## src/rtl/quad_pkg.sv

```systemverilog
// Shared types and the Gray-code move decoder for the quadrature receiver.
package quad_pkg;

    localparam logic [1:0] ST_00 = 2'b00;
    localparam logic [1:0] ST_01 = 2'b01;
    localparam logic [1:0] ST_11 = 2'b11;
    localparam logic [1:0] ST_10 = 2'b10;

    typedef enum logic {PRIME, RUN} fsm_t;

    typedef enum logic [1:0] {MV_NONE, MV_UP, MV_DOWN, MV_ILLEGAL} move_t;

    // Forward order is 00->01->11->10->00; any single-bit change not in that
    // order is a reverse step, a double-bit change cannot be attributed.
    function automatic move_t decode_move(input logic [1:0] prev, input logic [1:0] cur);
        move_t mv;
        mv = MV_NONE;
        if (prev == cur) begin
            mv = MV_NONE;
        end else if ((prev ^ cur) == 2'b11) begin
            mv = MV_ILLEGAL;
        end else if ((prev == ST_00 && cur == ST_01) ||
                     (prev == ST_01 && cur == ST_11) ||
                     (prev == ST_11 && cur == ST_10) ||
                     (prev == ST_10 && cur == ST_00)) begin
            mv = MV_UP;
        end else begin
            mv = MV_DOWN;
        end
        return mv;
    endfunction

endpackage

```

## src/rtl/quad_sync.sv

```systemverilog
// N-stage synchronizer for one asynchronous input bit, cleared by async reset.
module quad_sync #(
    parameter int STAGES = 2
) (
    input  logic clk,
    input  logic reset,
    input  logic d,
    output logic q
);

    logic [STAGES-1:0] chain;

    always_ff @(posedge clk or posedge reset) begin
        if (reset) begin
            chain <= '0;
        end else begin
            chain <= {chain[STAGES-2:0], d};
        end
    end

    assign q = chain[STAGES-1];

endmodule

```

## src/rtl/quad_decoder.sv

```systemverilog
// Quadrature A/B receiver: step pulses, direction, wrapping position count, sticky err.
// Define QUAD_INDEX_EN to add the quad_z index input and the index_seen flag.
module quad_decoder
    import quad_pkg::*;
#(
    parameter int CNT_W       = 16,
    parameter int SYNC_STAGES = 2
) (
    input  logic             clk,
    input  logic             reset,
    input  logic             quad_a,
    input  logic             quad_b,
`ifdef QUAD_INDEX_EN
    input  logic             quad_z,
`endif
    input  logic             enable,
    input  logic             clr,
    input  logic             err_clr,
    output logic [CNT_W-1:0] count,
    output logic             step,
    output logic             dir,
`ifdef QUAD_INDEX_EN
    output logic             index_seen,
`endif
    output logic             err
);

    localparam int PW = $clog2(SYNC_STAGES + 1);

    logic        syncA;
    logic        syncB;
    logic [1:0]  curAb;
    logic [1:0]  prevAb;
    logic [PW-1:0] primeCnt;
    fsm_t        state;
    move_t       move;

    quad_sync #(.STAGES(SYNC_STAGES)) uSyncA (.clk(clk), .reset(reset), .d(quad_a), .q(syncA));
    quad_sync #(.STAGES(SYNC_STAGES)) uSyncB (.clk(clk), .reset(reset), .d(quad_b), .q(syncB));

`ifdef QUAD_INDEX_EN
    logic syncZ;
    logic zPrev;

    quad_sync #(.STAGES(SYNC_STAGES)) uSyncZ (.clk(clk), .reset(reset), .d(quad_z), .q(syncZ));
`endif

    assign curAb = {syncA, syncB};
    assign move  = decode_move(prevAb, curAb);

    // PRIME waits until the synchronizers hold a real pin sample before
    // adopting it as the reference, so the pin state at release never looks
    // like a transition.
    always_ff @(posedge clk or posedge reset) begin
        if (reset) begin
            state    <= PRIME;
            primeCnt <= '0;
            prevAb   <= ST_00;
            count    <= '0;
            step     <= 1'b0;
            dir      <= 1'b1;
            err      <= 1'b0;
`ifdef QUAD_INDEX_EN
            zPrev      <= 1'b0;
            index_seen <= 1'b0;
`endif
        end else begin
            step <= 1'b0;
            if (err_clr) begin
                err <= 1'b0;
            end

            case (state)
                PRIME: begin
                    if (primeCnt < PW'(SYNC_STAGES)) begin
                        primeCnt <= primeCnt + 1'b1;
                    end else begin
                        prevAb <= curAb;
                        state  <= RUN;
                    end
                end
                RUN: begin
                    prevAb <= curAb;
                    case (move)
                        MV_UP: begin
                            if (enable) begin
                                step  <= 1'b1;
                                dir   <= 1'b1;
                                count <= count + CNT_W'(1);
                            end
                        end
                        MV_DOWN: begin
                            if (enable) begin
                                step  <= 1'b1;
                                dir   <= 1'b0;
                                count <= count - CNT_W'(1);
                            end
                        end
                        MV_ILLEGAL: begin
                            err <= 1'b1;
                        end
                        default: begin
                        end
                    endcase
                end
                default: begin
                    state <= PRIME;
                end
            endcase

            if (clr) begin
                count <= '0;
            end

`ifdef QUAD_INDEX_EN
            // The index pulse re-references the count and outranks any step
            // landing in the same cycle.
            zPrev <= syncZ;
            if (clr) begin
                index_seen <= 1'b0;
            end
            if (state == RUN && syncZ && !zPrev) begin
                count      <= '0;
                index_seen <= 1'b1;
            end
`endif
        end
    end

endmodule

```

## config.mk

```make
export PLATFORM = sky130hd
export DESIGN_NAME = quad_decoder
export DESIGN_NICKNAME = d
export VERILOG_FILES = /design/src/rtl/quad_pkg.sv /design/src/rtl/quad_sync.sv /design/src/rtl/quad_decoder.sv
export SDC_FILE = /design/constraint.sdc
export NUM_CORES = 1
export LEC_CHECK = 0
export CAP_MARGIN = 20
export CORE_MARGIN = 3
export CORE_UTILIZATION = 40
export CTS_BUF_LIST = sky130_fd_sc_hd__clkbuf_16
export DETAILED_ROUTE_END_ITERATION = 8
export GPL_TIMING_DRIVEN = 0
export PLACE_DENSITY = 0.68
export SETUP_SLACK_MARGIN = 0.5
export SKIP_CTS_REPAIR_TIMING = 1
export SLEW_MARGIN = 40
export SYNTH_ARGS = -nofsm -noshare
export SYNTH_HDL_FRONTEND = slang
export SYNTH_HIERARCHICAL = 1
export SYNTH_SLANG_ARGS = --single-unit
```

## constraint.sdc

```tcl
create_clock -name clk -period 7.1 [get_ports clk]
set_clock_uncertainty 0.05 [all_clocks]
set_input_delay 1.42 -clock clk [delete_from_list [all_inputs] [get_ports clk]]
set_output_delay 1.42 -clock clk [all_outputs]
set_load 0.01 [all_outputs]
```

---- Word-level counts from Yosys, hierarchy flattened ----
Index checks and enable logic that the tools add are counted.
word-level totals
  word-level logic and storage cells ...... 68
  register bits after elaboration ......... 28
  bits of input ports ..................... 7
operators by class
  magnitude comparators ................... 1
  reductions and logical operators ........ 16
  bitwise logic cells ..................... 2
  add/sub/neg operators ................... 3
  eq/ne operators ......................... 16
  muxes and demuxes ....................... 21
operators by type and width
  kind                     number
  $mux W16                 4
  $pmux W16 S2             1
  $add A16 B1 Y16 const B  1
  $sub A16 B1 Y16 const B  1
  $eq A2 B2 Y1 const B     7
  $mux W1                  10
  $mux W2                  4
  $reduce_and A4 Y1        2
  $eq A2 B1 Y1 const B     3
  $ne A2 B2 Y1 const B     3
  $ne A3 B3 Y1 const B     2
  $logic_and A1 B1 Y1      4
  $logic_not A2 Y1         2
  $pmux W2 S2              1
  $reduce_bool A2 Y1       2
  $logic_or A1 B1 Y1       3
  $reduce_bool A3 Y1       1
  $add A2 B1 Y2 const B    1
  $eq A2 B2 Y1             1
  $lt A2 B2 Y1 const B     1
  $pmux W1 S2              1
  $reduce_and A2 Y1        1
  $reduce_or A2 Y1         1
  $xor A2 B2 Y2            1
  $not A1 Y1               1

---- Longest topological paths before layout ----
Gate-level depths: netlist (run 1).
  depth after elaboration ................. 12
  gate-level depth with buffers ........... 13
  mapped depth without buffers ............ 12

---- Cells and area by module ----
The synthesis (run 1) kept the hierarchy.
by module, submodules not included
  module        instances  cells each  sequential area each (sq um)  area each (sq um)
  quad_decoder  1          194         601.8                         1773.0
  quad_sync     2          3           50.0                          53.8

---- Least setup slack after synthesis (run 1) ----
No wires, ideal clock.
  kind .................................... reg-to-reg
  from .................................... register uSyncA.chain[1]
  to ...................................... register count[14]
  period minus slack after synthesis ...... 3055 ps
  slack ................................... 4045 ps
  buffers on the path ..................... 1
  arrival time ............................ 2884 ps
  cell stages (with the launch flop) ...... 13
  cell sequence ........................... dfrtp_1 > clkbuf_1 > nand2_1 > o21ai_0 > o21ai_0 > ha_1 > ha_1 > nor2b_1 > o31a_1 > o32ai_4 > o21ai_1 > xor2_1 > a22o_1
on the way
  cells in the longest elaborated chain, start to end .. 12
ends and longest elaborated chain
  element                                              RTL line                        text
  from (decl)                                          quad_sync.sv:11                 logic [STAGES-1:0] chain;
  from (signal assigned)                               quad_sync.sv:17                 chain <= {chain[STAGES-2:0], d};
  $eq A2 B1 Y1 / $eq A2 B2 Y1 (equally long branches)  quad_pkg.sv:22, quad_pkg.sv:23
  $logic_and A1 B1 Y1, on equally long branches        quad_pkg.sv:22, quad_pkg.sv:23
  $logic_or A1 B1 Y1                                   quad_pkg.sv:22                  end else if ((prev == ST_00 && cur == ST_01) ||
  $logic_or A1 B1 Y1                                   quad_pkg.sv:23                  (prev == ST_01 && cur == ST_11) ||
  $logic_or A1 B1 Y1                                   quad_pkg.sv:24                  (prev == ST_11 && cur == ST_10) ||
  $mux W2                                              quad_pkg.sv:22
  $mux W2                                              quad_pkg.sv:20                  end else if ((prev ^ cur) == 2'b11) begin
  $mux W2 (*)                                          quad_pkg.sv:18                  if (prev == cur) begin
  $eq A2 B2 Y1 / $eq A2 B1 Y1 (equally long branches)  quad_decoder.sv:84              case (move)
  $pmux W16 S2                                         quad_decoder.sv:84
  $mux W16                                             quad_decoder.sv:73              case (state)
  $mux W16                                             quad_decoder.sv:111             if (clr) begin
  to (signal assigned)                                 quad_decoder.sv:89              count <= count + CNT_W'(1);
  to (signal assigned)                                 quad_decoder.sv:96              count <= count - CNT_W'(1);
  to (decl)                                            quad_decoder.sv:19              output logic [CNT_W-1:0] count,
Every way passes the cells marked *; elsewhere a longest branch is shown, timed or not. The select of a mux whose other input is x is not followed.
A chain may end at the register's enable or synchronous reset.

---- Worst setup path after layout (run 1) ----
  from .................................... register uSyncA.chain[1]
  to ...................................... register count[13]
Same word-level chain as after synthesis.

==> results of run 1 <==
sequential cells by signal, indices dropped and copies added, names as in the netlist:
name	cells
count	16
prevAb	2
primeCnt	2
uSyncA/chain	2
uSyncB/chain	2
dir	1
err	1
state	1
step	1
layout make-up:
type / count / area share
well taps: 52 / 0.0283
inverters: 13 / 0.0212
clock buffers: 3 / 0.0326
repair buffers: 25 / 0.109
flip-flops and latches: 28 / 0.305
plain buffers: 8 / 0.0152
clock inverters: 1 / 0.0131
multi-input cells: 151 / 0.476
per-stage QoR:
step | hold WS [ns] | util | instances | instance area [um^2] | total power, mW
global placement | 0.284 | 0.494 | 277 | 2200 | 0.318
detailed placement | 0.288 | 0.494 | 277 | 2200 | 0.321
CTS | 0.305 | 0.518 | 281 | 2300 | 0.493
finish | 0.303 | 0.518 | 281 | 2300 | 0.489
floorplan | 0.281 | - | 200 | 1880 | 0.274
global route | 0.322 | 0.518 | 281 | 2300 | 0.516
final timing paths:
path | start | to | slack, ns | cells past startpoint
worst min-delay path | uSyncA/chain[0]$_DFF_PP0_ | uSyncA/chain[1]$_DFF_PP0_ | 0.30 | 0
max in group asynchronous | reset | dir$_DFFE_PP1P_ | 5.11 | 2
worst max-delay path | uSyncA/chain[1]$_DFF_PP0_ | count[13]$_DFFE_PP0P_ | 3.52 | 13
worst min register to register | uSyncA/chain[0]$_DFF_PP0_ | uSyncA/chain[1]$_DFF_PP0_ | 0.30 | 0
min in group asynchronous | reset | uSyncA/chain[0]$_DFF_PP0_ | 1.32 | 2
worst max register to register | uSyncA/chain[1]$_DFF_PP0_ | count[13]$_DFFE_PP0P_ | 3.52 | 13
cells in the final DEF, fill, tap and decap left out, types with 6 or more instances in the layout:
| cell type | instances |
|---|---|
| sky130_fd_sc_hd__dfrtp_1 | 27 |
| sky130_fd_sc_hd__ha_1 | 16 |
| sky130_fd_sc_hd__nand2_1 | 10 |
| sky130_fd_sc_hd__nor2_1 | 19 |
| sky130_fd_sc_hd__inv_1 | 12 |
| sky130_fd_sc_hd__a21o_1 | 8 |
| sky130_fd_sc_hd__a21oi_1 | 11 |
| sky130_fd_sc_hd__xnor2_1 | 8 |
| sky130_fd_sc_hd__nand3_1 | 6 |
| sky130_fd_sc_hd__clkdlybuf4s50_1 | 25 |
| sky130_fd_sc_hd__a211oi_1 | 6 |
| sky130_fd_sc_hd__o21a_1 | 6 |
worst register-to-register path, cell delays in order (launching register included):
cell and delay [ns]:
sky130_fd_sc_hd__dfrtp_1 0.36, sky130_fd_sc_hd__clkbuf_1 0.18, sky130_fd_sc_hd__nand2_1 0.11, sky130_fd_sc_hd__o21ai_0 0.08, sky130_fd_sc_hd__o21ai_0 0.24, sky130_fd_sc_hd__ha_1 0.71
sky130_fd_sc_hd__ha_1 0.36, sky130_fd_sc_hd__buf_2 0.16, sky130_fd_sc_hd__a21oi_1 0.18, sky130_fd_sc_hd__o21ai_1 0.16, sky130_fd_sc_hd__a211o_1 0.26, sky130_fd_sc_hd__a221oi_1 0.38
sky130_fd_sc_hd__or4_1 0.17, sky130_fd_sc_hd__nand3_1 0.06
synth_stat cells, drive strengths merged, types with 5 or more instances:
| library cell | n |
|---|---|
| dfrtp | 27 |
| nor2 | 19 |
| ha | 16 |
| inv | 13 |
| a21oi | 11 |
| nand2 | 10 |
| a21o | 8 |
| xnor2 | 8 |
| a211oi | 6 |
| nand3 | 6 |
| o21a | 6 |
| o21ai | 6 |
| clkbuf | 5 |
power breakdown:
group	switching, mW	total, mW	internal (mW)
clock network	0.0589	0.171	0.112
registers	0.0114	0.185	0.173
logic	0.0708	0.133	0.0626
logic make-up (layout without fill, tap and decap cells):
| logic type | Yosys count | count (layout) |
|---|---|---|
| AOI/OAI and AO/OA | 64 | 64 |
| xor gates and xnor gates | 12 | 12 |
| adders and majority gates | 17 | 17 |
| buffers and inverters | 21 | 50 |
| DFF | 28 | 28 |
| muxes | 3 | 3 |
| and+or+nand+nor | 55 | 55 |
routing by layer:
layer	vias up	global-route usage	routed length, um
li1	794	-	-
met2	40	0.256	1850
met1	762	0.216	2040
met5	-	0	0
met4	0	0.0494	33
met3	2	0.0257	149
==> flow_summary.yaml, run 1 <==
outcome:
  status: "finished clean"
setup_path:
  critPathKind: "flop to flop"
  worst_endpoint_data_arrival_time_ns: 3.68
  endpoint_kind: "flop"
  critical_path.n_buffers_inverters: 2
  cp_cell_sequence: "clkbuf_1 > nand2_1 > o21ai_0 > o21ai_0 > ha_1 > ha_1 > buf_2 > a21oi_1 > o21ai_1 > a211o_1 > a221oi_1 > or4_1 > nand3_1"
  critPathSlowestCell: "sky130_fd_sc_hd__ha_1"
  crit_fanout: 19
  cp_delay_by_family_top: "compound AO/OA/AOI/OAI gates"
  worstSetupStartpointType: "flop"
  max_stage_delay_ns: 0.71
  crit_required_ns: 7.21
drt:
  detail_route.first_pass.iterations: 4
  routed_wirelength_um: 4070
  route.detailed.wl_per_inst_um: 14.5
  postRouteAntennaNets: 0
  vias_per_cell: 5.69
  detail_route.iter0.violations: 75
  drt_drc_violations_left: 0
  vias: 1598
clocking:
  clk_pin_slew_ns: 0.07
  cts_tree: "yes"
  tritoncts.num_buffers: 3
  cts.sink_count: 28
  insertion_delay_ns: 0.26
  cts_buffer_depth: 2
  htree_levels: 1
  clockRootBuffer: "sky130_fd_sc_hd__clkbuf_16"
finish:
  nFillCells: 412
  num-nets-final: 254
  multiInputGateArea_um2: 1090
  regArea_um2: 702
  drive_above_1_share: 0.0611
  n_antenna_cell: 0
  synthToLayoutAreaGrowth_pct: 22.4
sta:
  min_period_over_period: 0.504
  rsz_0062_raised_after_global_routing: "no"
  layout_setup_ws_ns: 3.52
  achievable-frequency_mhz: 280
  report.final.setup_viol: 0
  final-hold-violation-count: 0
  slew_violations: 0
  timing.setup.tns_ns: 0
  transition_time_at_the_pin_with_the_least_slew_margin_ns: 0.772
  slew-limit-headroom: 0.486
  finalCriticalPeriod_ns: 3.58
synth:
  ys_seq_area_frac: 0.373
  synthesis.yosys.warnings: 6
  synth_compound_area_frac: 0.252
  ys_ff_latch: 28
  ys_async_sr_fraction: 1.00
  ys_dominant_reg_cell: "sky130_fd_sc_hd__dfrtp_1"
  netlist_top_cells_area: "sky130_fd_sc_hd__dfrtp_1 36%, sky130_fd_sc_hd__ha_1 11%, sky130_fd_sc_hd__nor2_1 3.8%"
  netlist_area_um2: 1880
  post_synth_edffs: 0
  synth.mux.area_fraction: 0.0173
  synthCells: 200
  ys_types: 46
  synth_xor_area_frac: 0.0559
  synthDominantCellAreaShare: 0.359
  synth_area_per_cell_um2: 9.40
  postSynthNetCount: 224
  synthSimpleGateAreaFrac: 0.140
  post-synth-top-area-cell: "sky130_fd_sc_hd__dfrtp_1"
  adder_and_majority_cell_fraction_of_the_synthesized_area: 0.117
  synth_top_family_by_area: "compound AO/OA/AOI/OAI gates"
global_routing:
  grt_antenna_before_repair: 0
  grt_first_pass_wirelength_um: 6790
  grt_start_max_net_pins: 25
  gr-total-overflow: 0
  number_of_global_route_vias_before_repair: 1486
  grtUsageTotal: 0.158
flow_run:
  max_cap_violations: 0
floorplan:
  fp.dieH_um: 74.6
  die_width_um: 74.6
  placeable_area_um2: 4440
  row_count: 24
  io_pins: 26
  initial_cell_density_of_the_core: 0.423
  design.die.area_um2: 5560
power_and_ir_drop:
  max_rail_drop_vdd_v: 0.000146
  p_leak_nw: 1.07
  power.density_cell_area_nw_per_um2: 213
place:
  placement.io_buffers: 25
  place.detailed.hpwl_um: 2950
  detailedPlace.worstSlack_ns: 3.56
  finalWeightedCongestion: 0.824
hold_path:
  hold_path_class: "flop to flop"
(Power assumes the default switching activity.)
==> run 2, diff against run 1 <==
Clock period 7.1 ns to 3.73 ns, I/O delays scaled along.
==> run 2 against run 1 <==
Compared with the run above: combinational power is 100% higher; clock power is 92% higher; total power is 93% higher; critical path depth stayed put; hold slack hardly changed; maximum frequency is 20% higher; global-route usage stayed put; first-iteration DRC count is 13% lower; core utilization is 1.1 points higher; wire length is 4.6% higher; clock-buffer cell count stayed put; register-to-register slack worse by 2.8 ns; largest cell class unchanged; largest power group unchanged.
==> flow_summary.yaml, run 2 (same netlist as run 1, synthesis figures left out) <==
floorplan:
  row_count: 24
  fp.dieH_um: 74.6
  design.die.area_um2: 5560
  die_width_um: 74.6
  initial_cell_density_of_the_core: 0.423
  io_pins: 26
  placeable_area_um2: 4440
sta:
  timing.setup.tns_ns: 0
  slew_violations: 0
  rsz_0062_raised_after_global_routing: "no"
  slew-limit-headroom: 0.634
  min_period_over_period: 0.802
  report.final.setup_viol: 0
  layout_setup_ws_ns: 0.740
  final-hold-violation-count: 0
  achievable-frequency_mhz: 334
  finalHoldWorstSlack_ns: 0.303
  transition_time_at_the_pin_with_the_least_slew_margin_ns: 0.548
  finalCriticalPeriod_ns: 2.99
clocking:
  clk_pin_slew_ns: 0.07
  clockRootBuffer: "sky130_fd_sc_hd__clkbuf_16"
  insertion_delay_ns: 0.27
  cts.sink_count: 28
  cts_tree: "yes"
  tritoncts.num_buffers: 3
  htree_levels: 1
  cts_buffer_depth: 2
finish:
  layout.cell_area.non_filler_um2: 2350
  nFillCells: 409
  largest-register: "count"
  synthToLayoutAreaGrowth_pct: 24.9
  top_library_cells_by_usage_in_the_layout_fill_and_taps_aside: "27 x sky130_fd_sc_hd__dfrtp_1, 25 x sky130_fd_sc_hd__clkdlybuf4s50_1, 19 x sky130_fd_sc_hd__nor2_1"
  n_antenna_cell: 0
  mostFrequentLayoutCell: "sky130_fd_sc_hd__dfrtp_1"
  largest_reg_flops: 16
  regArea_um2: 702
  drive_above_1_share: 0.0901
  multiInputGateArea_um2: 1110
  final_core_utilization: 0.528
  layoutNonFillerInstCount: 285
  num-nets-final: 258
setup_path:
  crit_required_ns: 3.84
  endpoint_kind: "flop"
  worst_r2r_endpoint: "count[13]$_DFFE_PP0P_"
  critPathKind: "flop to flop"
  worstSetupStartpointType: "flop"
  crit_fanout: 10
  ff2ff_setup_slack_ns: 0.74
  worst_endpoint_data_arrival_time_ns: 3.10
  r2r_start: "uSyncA/chain[1]$_DFF_PP0_"
  r2r_cells: 13
drt:
  detail_route.first_pass.iterations: 4
  route.detailed.wl_per_inst_um: 14.9
  vias_per_cell: 5.69
  vias: 1623
  routed_wirelength_um: 4260
  drt_drc_violations_left: 0
  postRouteAntennaNets: 0
  detail_route.iter0.violations: 65
global_routing:
  number_of_global_route_vias_before_repair: 1486
  grtUsageTotal: 0.158
  grt_use_met1: 0.216
  groute.layer.met2.usage: 0.256
  grt_first_pass_wirelength_um: 6790
  global_route.usage.met3: 0.0257
  grt_antenna_before_repair: 0
  grt_start_max_net_pins: 25
  gr-total-overflow: 0
  global_route.peak_usage_layer: "met2"
power_and_ir_drop:
  max_rail_drop_vdd_v: 0.000277
  fin_total_pwr_uw: 946
  p_leak_nw: 1.10
  power.density_cell_area_nw_per_um2: 403
hold_path:
  hold_path_startpoint: "uSyncA/chain[0]$_DFF_PP0_"
  timing.hold.worst_endpoint: "uSyncA/chain[1]$_DFF_PP0_"
  worstHoldPathCells: 0
  hold_path_class: "flop to flop"
place:
  dp.cells: 277
  detailed_place.area_um2: 2200
  placement.io_buffers: 25
  detailedPlace.worstSlack_ns: 0.186
  finalWeightedCongestion: 0.824
  place.detailed.hpwl_um: 2950
outcome:
  status: "finished clean"
flow_run:
  max_cap_violations: 0
## run 2: changes by cell type in the layout (fill, tap and decap cells not counted)
cell,delta
sky130_fd_sc_hd__o21ai_0,-1
sky130_fd_sc_hd__ha_4,+1
sky130_fd_sc_hd__clkbuf_1,-1
sky130_fd_sc_hd__ha_1,-1
sky130_fd_sc_hd__buf_4,+4
sky130_fd_sc_hd__clkbuf_2,+1
sky130_fd_sc_hd__o21ai_2,+1
## run 2: power by group
part | switching [mW] | internal (mW)
sequential | 0.0222 | 0.330
combinational | 0.139 | 0.127
clock | 0.114 | 0.214
total | 0.275 | 0.671
## run 2: cell type report
type                    instances  area share
multi-input cells             151       0.473
flip-flops and latches         28       0.299
repair buffers                 29       0.119
clock buffers                   3      0.0320
well taps                      52      0.0277
inverters                      13      0.0208
plain buffers                   8      0.0155
clock inverters                 1      0.0128
## run 2: worst max-delay path by stage
stage | start | endpoint | slack [ns] | cells past startpoint
after global routing | uSyncA/chain[1]$_DFF_PP0_ | count[13]$_DFFE_PP0P_ | 0.48 | 13
after CTS | uSyncA/chain[1]$_DFF_PP0_ | count[14]$_DFFE_PP0P_ | 0.16 | 13
after global placement | uSyncA/chain[1]$_DFF_PP0_ | count[14]$_DFFE_PP0P_ | 0.21 | 12
after floorplan | uSyncA/chain[1]$_DFF_PP0_ | count[14]$_DFFE_PP0P_ | 0.67 | 12
after detailed placement | uSyncA/chain[1]$_DFF_PP0_ | count[14]$_DFFE_PP0P_ | 0.19 | 13
final | uSyncA/chain[1]$_DFF_PP0_ | count[13]$_DFFE_PP0P_ | 0.74 | 13
## run 2: routing by layer
metal / vias up / share of wire / wire length, um
met3: 4 / 0.044 / 186
met1: 781 / 0.48 / 2050
met2: 39 / 0.46 / 1980
met5: - / 0 / 0
met4: 0 / 0.0099 / 42
li1: 799 / - / -
## run 2: critical path, stage by stage (launching register included)
cell,delay (ns)
sky130_fd_sc_hd__dfrtp_1,0.36
sky130_fd_sc_hd__clkbuf_2,0.16
sky130_fd_sc_hd__nand2_1,0.10
sky130_fd_sc_hd__o21ai_0,0.10
sky130_fd_sc_hd__o21ai_2,0.20
sky130_fd_sc_hd__ha_4,0.25
sky130_fd_sc_hd__buf_4,0.21
sky130_fd_sc_hd__ha_1,0.30
sky130_fd_sc_hd__nand4_1,0.16
sky130_fd_sc_hd__inv_1,0.07
sky130_fd_sc_hd__a211o_1,0.26
sky130_fd_sc_hd__a221oi_1,0.42
sky130_fd_sc_hd__or4_1,0.18
sky130_fd_sc_hd__nand3_1,0.06
